[config.mk]
export PLATFORM = sky130hd
export DESIGN_NAME = ro_bank_ctrl
export DESIGN_NICKNAME = d
export VERILOG_FILES = /design/src/rtl/ro_bank_ctrl.sv
export SDC_FILE = /design/constraint.sdc
export NUM_CORES = 1
export LEC_CHECK = 0
export CORE_ASPECT_RATIO = 1.4
export CORE_UTILIZATION = 40
export DETAILED_ROUTE_END_ITERATION = 10
export PLACE_DENSITY = 0.63
export SLEW_MARGIN = 0
export SYNTH_ARGS = -nofsm -noshare
export SYNTH_HDL_FRONTEND = slang
export SYNTH_SLANG_ARGS = --single-unit
[constraint.sdc]
create_clock -name clk -period 3.6 [get_ports clk]
set_input_delay 0.54 -clock clk [delete_from_list [all_inputs] [get_ports clk]]
set_output_delay 0.54 -clock clk [all_outputs]
set_load 0.01 [all_outputs]
[src/rtl/ro_bank_ctrl.sv]
// Sequences thermometer-coded enables for a bank of ring oscillators: ramps up one
// oscillator per step, holds, then ramps down. All outputs are registered; no backpressure.
module ro_bank_ctrl #(
  parameter int NUM_RO = 16,
  localparam int LVL_W = $clog2(NUM_RO + 1)
) (
  input  logic              clk,
  input  logic              rst,
  input  logic              trigger,
  input  logic              abort,
  input  logic [LVL_W-1:0]  cfg_target,
  input  logic [15:0]       cfg_step_cycles,
  input  logic [31:0]       cfg_active_cycles,
  output logic [NUM_RO-1:0] ro_en,
  output logic [LVL_W-1:0]  level,
  output logic              busy,
  output logic              done
);

  localparam logic [1:0] IDLE      = 2'd0;
  localparam logic [1:0] RAMP_UP   = 2'd1;
  localparam logic [1:0] HOLD      = 2'd2;
  localparam logic [1:0] RAMP_DOWN = 2'd3;

  localparam logic [LVL_W-1:0] MAX_LVL = LVL_W'(NUM_RO);

  logic [1:0]        r_state;
  logic [LVL_W-1:0]  r_level;
  logic [NUM_RO-1:0] r_ro_en;
  logic              r_done;
  logic [LVL_W-1:0]  r_tgt;
  logic [15:0]       r_step;
  logic [31:0]       r_act;
  logic [15:0]       r_step_cnt;
  logic [31:0]       r_hold_cnt;

  logic [1:0]        w_state_nxt;
  logic [LVL_W-1:0]  w_level_nxt;
  logic [NUM_RO-1:0] w_ro_en_nxt;
  logic              w_done_nxt;
  logic [15:0]       w_step_cnt_nxt;
  logic [31:0]       w_hold_cnt_nxt;
  logic [LVL_W-1:0]  w_tgt_clamp;
  logic [15:0]       w_step_eff;
  logic [31:0]       w_act_eff;
  logic              w_start;
  logic              w_step_hit;
  logic              w_hold_hit;
  logic [LVL_W-1:0]  w_lvl_inc;
  logic [LVL_W-1:0]  w_lvl_dec;

  assign w_tgt_clamp = (cfg_target > MAX_LVL) ? MAX_LVL : cfg_target;
  assign w_step_eff  = (cfg_step_cycles == 16'd0) ? 16'd1 : cfg_step_cycles;
  assign w_act_eff   = (cfg_active_cycles == 32'd0) ? 32'd1 : cfg_active_cycles;
  assign w_start     = (r_state == IDLE) && trigger && !abort && (w_tgt_clamp != '0);
  assign w_step_hit  = (r_step_cnt == r_step - 16'd1);
  assign w_hold_hit  = (r_hold_cnt == r_act - 32'd1);
  assign w_lvl_inc   = r_level + LVL_W'(1);
  assign w_lvl_dec   = r_level - LVL_W'(1);

  always_comb begin
    w_state_nxt    = r_state;
    w_level_nxt    = r_level;
    w_done_nxt     = 1'b0;
    w_step_cnt_nxt = r_step_cnt;
    w_hold_cnt_nxt = r_hold_cnt;
    case (r_state)
      IDLE: begin
        if (w_start) begin
          w_state_nxt    = RAMP_UP;
          w_level_nxt    = '0;
          w_step_cnt_nxt = '0;
        end else if (trigger && !abort) begin
          w_done_nxt = 1'b1;
        end
      end
      RAMP_UP: begin
        // abort keeps the current level; nothing is enabled yet if level is 0
        if (abort) begin
          w_step_cnt_nxt = '0;
          if (r_level == '0) begin
            w_state_nxt = IDLE;
            w_done_nxt  = 1'b1;
          end else begin
            w_state_nxt = RAMP_DOWN;
          end
        end else if (w_step_hit) begin
          w_level_nxt    = w_lvl_inc;
          w_step_cnt_nxt = '0;
          if (w_lvl_inc == r_tgt) begin
            w_state_nxt    = HOLD;
            w_hold_cnt_nxt = '0;
          end
        end else begin
          w_step_cnt_nxt = r_step_cnt + 16'd1;
        end
      end
      HOLD: begin
        if (abort || w_hold_hit) begin
          w_state_nxt    = RAMP_DOWN;
          w_step_cnt_nxt = '0;
        end else begin
          w_hold_cnt_nxt = r_hold_cnt + 32'd1;
        end
      end
      default: begin
        if (w_step_hit) begin
          w_level_nxt    = w_lvl_dec;
          w_step_cnt_nxt = '0;
          if (w_lvl_dec == '0) begin
            w_state_nxt = IDLE;
            w_done_nxt  = 1'b1;
          end
        end else begin
          w_step_cnt_nxt = r_step_cnt + 16'd1;
        end
      end
    endcase
  end

  always_comb begin
    w_ro_en_nxt = '0;
    for (int i = 0; i < NUM_RO; i++) begin
      w_ro_en_nxt[i] = (i < int'(w_level_nxt));
    end
  end

  always_ff @(posedge clk) begin
    if (rst) begin
      r_state    <= IDLE;
      r_level    <= '0;
      r_ro_en    <= '0;
      r_done     <= 1'b0;
      r_tgt      <= '0;
      r_step     <= '0;
      r_act      <= '0;
      r_step_cnt <= '0;
      r_hold_cnt <= '0;
    end else begin
      r_state    <= w_state_nxt;
      r_level    <= w_level_nxt;
      r_ro_en    <= w_ro_en_nxt;
      r_done     <= w_done_nxt;
      r_step_cnt <= w_step_cnt_nxt;
      r_hold_cnt <= w_hold_cnt_nxt;
      if (w_start) begin
        r_tgt  <= w_tgt_clamp;
        r_step <= w_step_eff;
        r_act  <= w_act_eff;
      end
    end
  end

  assign ro_en = r_ro_en;
  assign level = r_level;
  assign busy  = (r_state != IDLE);
  assign done  = r_done;

endmodule

==> flow_metrics.env <==
export IMPL_synth_nets=1017
export IMPL_viasPerCell=5.650
export IMPL_final_common_cell="nor2_1"
export IMPL_clkSlewWorstSetupHoldPaths_ns=0.06
export IMPL_num_io_pins=80
export IMPL_yosysUniqueCellTypes=81
export IMPL_routed_wl_um=22220
export IMPL_cts_max_level=4
export IMPL_cpLargestDelayFamily="simple AND/OR/NAND/NOR gates"
export IMPL_syn_area_mm2=0.007711
export IMPL_via_count=7373
export IMPL_yosys_warnings=0
export IMPL_final_cell_mix="nor2_1, dfxtp_1, clkdlybuf4s50_1"
export IMPL_cts_buffer_depth=2
export IMPL_first_pass_iters=5
export IMPL_syn_inst=948
export IMPL_numPortBuffers=79
export IMPL_power_mw=4.888
export IMPL_worstPathArrival_ns=3.88
export IMPL_post_route_period_util_pct=97.83
export IMPL_grt_max_degree=57
export IMPL_grt_first_pass_wirelength_um=35040
export IMPL_report_final_slew_viol_count=0
export IMPL_clock_latency_ns=0.42
export IMPL_drive_above_1_share_pct=13.67
export IMPL_ys_seq_area_share_pct=32.19
export IMPL_die_w_um=119.3
export IMPL_clock_sinks=124
export IMPL_tritoncts="built"
export IMPL_critPathLaunchType="register"
export IMPL_track_usage_pct=22.36
export IMPL_hpwlAfterDp_um=16900
export IMPL_synth_flop_cell="dfxtp_1"
export IMPL_drc_errors=0
export IMPL_max_vdd_ir_drop_v=0.0003611
export IMPL_synth_async_reset_ratio_pct=0
export IMPL_syn_area_per_cell_um2=8.134
export IMPL_finClkSkew_ns=0.007331
export IMPL_leakagePower_nw=3.597
export IMPL_max_slew_worst_pin_slew_ns=0.7061
export IMPL_synth_seq_cells=124
export IMPL_pwr_share_clk_pct=36.1
export IMPL_n_antenna_cell=0
export IMPL_dpl_cell_area_mm2=0.008981
export IMPL_power_switching_share_pct=32.67
export IMPL_cts_buffers=17
export IMPL_hold_viol_final=0
export IMPL_outcome="finished clean"
export IMPL_cp_buffers_inverters=2
export IMPL_die_area_mm2=0.01985
export IMPL_critPathCaptureType="register"
export IMPL_area_growth_pct=26.09
export IMPL_maxSlewHeadroom_pct=52.75
export IMPL_drt_iter0_drc=474
export IMPL_worstPathRequired_ns=3.96
export IMPL_p_per_area_mw_per_mm2=502.7
export IMPL_antenna_found_initial=0
export IMPL_setup_ws_ns=0.07800
export IMPL_holdCritPathClass="reg2reg"
export IMPL_wl_per_cell_um=17.02
export IMPL_holdBufCountCts=0
export IMPL_die_h_um=166.3
export IMPL_initial_core_util_pct=41.13
export IMPL_seq_power_share_pct=32.0
export IMPL_finalSetupViolCount=0
export IMPL_pre_cts_slack_ns=0.02323
export IMPL_finalCriticalPeriod_ns=3.522
export IMPL_fin_nets=1117
export IMPL_worstSetupPathType="reg2reg"
export IMPL_crit_chain="inv_2, ha_4, or4b_4, or3_4, nor3_2, a31oi_2, a311oi_2, or4b_4, o31ai_4, buf_6, nand4_4, or3_4, a21oi_2"
export IMPL_crit_fanout=6
export IMPL_cap_violations=0
export IMPL_comb_power_share_pct=31.9
export IMPL_grt_overflow_total=0
export IMPL_rows=59
export IMPL_slowest_stage="or4b_4"
export IMPL_place_gp_congestion=0.9243
export IMPL_fillers=1855
export IMPL_grt_pass1_vias=7039
export IMPL_power_switching_mw=1.597
export IMPL_slowest_delay_ns=0.51
export IMPL_ant_nets=0
export IMPL_intPower_mw=3.291
export IMPL_fmax_ghz=0.2839
export IMPL_coreArea_mm2=0.01875
export IMPL_postLayoutCellArea_mm2=0.009723
export IMPL_root_buffer="clkbuf_16"
export IMPL_synth_edf_count=0
==> worst paths after layout <==
kind | from | end | slack [ns] | cells past startpoint
min | r_act[0]$_SDFFE_PP0P_ | r_act[0]$_SDFFE_PP0P_ | 0.51 | 2
min reg2reg | r_act[0]$_SDFFE_PP0P_ | r_act[0]$_SDFFE_PP0P_ | 0.51 | 2
max | r_act[0]$_SDFFE_PP0P_ | r_step_cnt[14]$_SDFFE_PP0P_ | 0.08 | 13
max reg2reg | r_act[0]$_SDFFE_PP0P_ | r_step_cnt[14]$_SDFFE_PP0P_ | 0.08 | 13
==> logic make-up (layout without fill, tap and decap cells) <==
logic type                 Yosys count  after routing  synth area share (%)
AOI/OAI and AO/OA                  186            186                 16.86
xor gates and xnor gates            92             92                 10.64
adders and majority gates           12             12                 1.947
buffers and inverters               86            199                 5.014
DFF                                124            124                 32.19
muxes                               21             21                 2.758
and+or+nand+nor                    427            427                 30.59
==> cell usage after synthesis (all sizes together) (12+ instances only) <==
library cell / instances / area [um2]
nand2: 59 / 221.5
dfxtp: 124 / 2482
xnor2: 55 / 481.7
and3: 12 / 76.33
xor2: 36 / 315.3
nor4: 36 / 289.0
inv: 29 / 108.9
ha: 12 / 150.1
nand3: 36 / 185.2
mux2i: 19 / 190.2
nor3: 34 / 190.2
nor2: 127 / 476.7
buf: 17 / 126.4
or3: 15 / 100.1
and2: 14 / 87.58
o21ai: 27 / 138.9
a31oi: 14 / 87.58
clkbuf: 40 / 151.4
nand4: 20 / 140.1
a22oi: 48 / 360.4
a21oi: 33 / 165.2
==> per-stage QoR <==
step,util (%),std cells,hold slack (ns),TNS (ns)
2_1_floorplan,-,948,0.4544,0
3_3_place_gp,47.90,1270,0.4853,0
3_5_place_dp,47.90,1270,0.4976,0
4_1_cts,51.22,1302,0.5053,0
5_1_grt,51.86,1305,0.5215,-0.04900
6_report,51.86,1305,0.5052,0
==> power groups by stage <==
stage / logic [mW] / clock network, mW / registers, mW
2_1_floorplan: 1.03 / 0 / 1.55
5_1_grt: 1.70 / 1.86 / 1.57
3_3_place_gp: 1.50 / 0 / 1.59
4_1_cts: 1.51 / 1.79 / 1.56
6_report: 1.56 / 1.76 / 1.56
3_5_place_dp: 1.50 / 0 / 1.59
==> layout make-up <==
cell class / instances / area (um2) / area share, %
multi-input cells: 738 / 4961 / 51.02
flip-flops and latches: 124 / 2486 / 25.57
repair buffers: 138 / 1245 / 12.80
clock buffers: 24 / 511.7 / 5.263
well taps: 244 / 305.3 / 3.140
inverters: 29 / 108.9 / 1.120
clock inverters: 8 / 105.1 / 1.081
==> routing by layer <==
| metal | vias up | part of all wire, % | GRT usage, % |
|---|---|---|---|
| li1 | 3665 | - | - |
| met1 | 3491 | 40 | 24.04 |
| met5 | - | 0 | 0 |
| met3 | 45 | 3.1 | 3.571 |
| met2 | 172 | 54 | 41.96 |
| met4 | 0 | 3.3 | 10.54 |
==> worst min-delay path: stages, from the launching register on <==
cell	delay, ns
dfxtp_2	0.32
inv_2	0.06
a221oi_1	0.07
==> registers in the layout (all words and copies together) (netlist names) <==
| signal | count |
|---|---|
| done | 1 |
| level | 5 |
| r_act | 32 |
| r_hold_cnt | 32 |
| r_state | 2 |
| r_step | 16 |
| r_step_cnt | 16 |
| r_tgt | 5 |
| ro_en | 15 |
==> repair_timing <==
item                       in CTS  in global routing
setup buffers                   0                  3
setup endpoints to repair       1                 44
resized for setup               1                 22
pin swaps                       0                  7
Note: power is estimated with default switching activity, not from simulation.
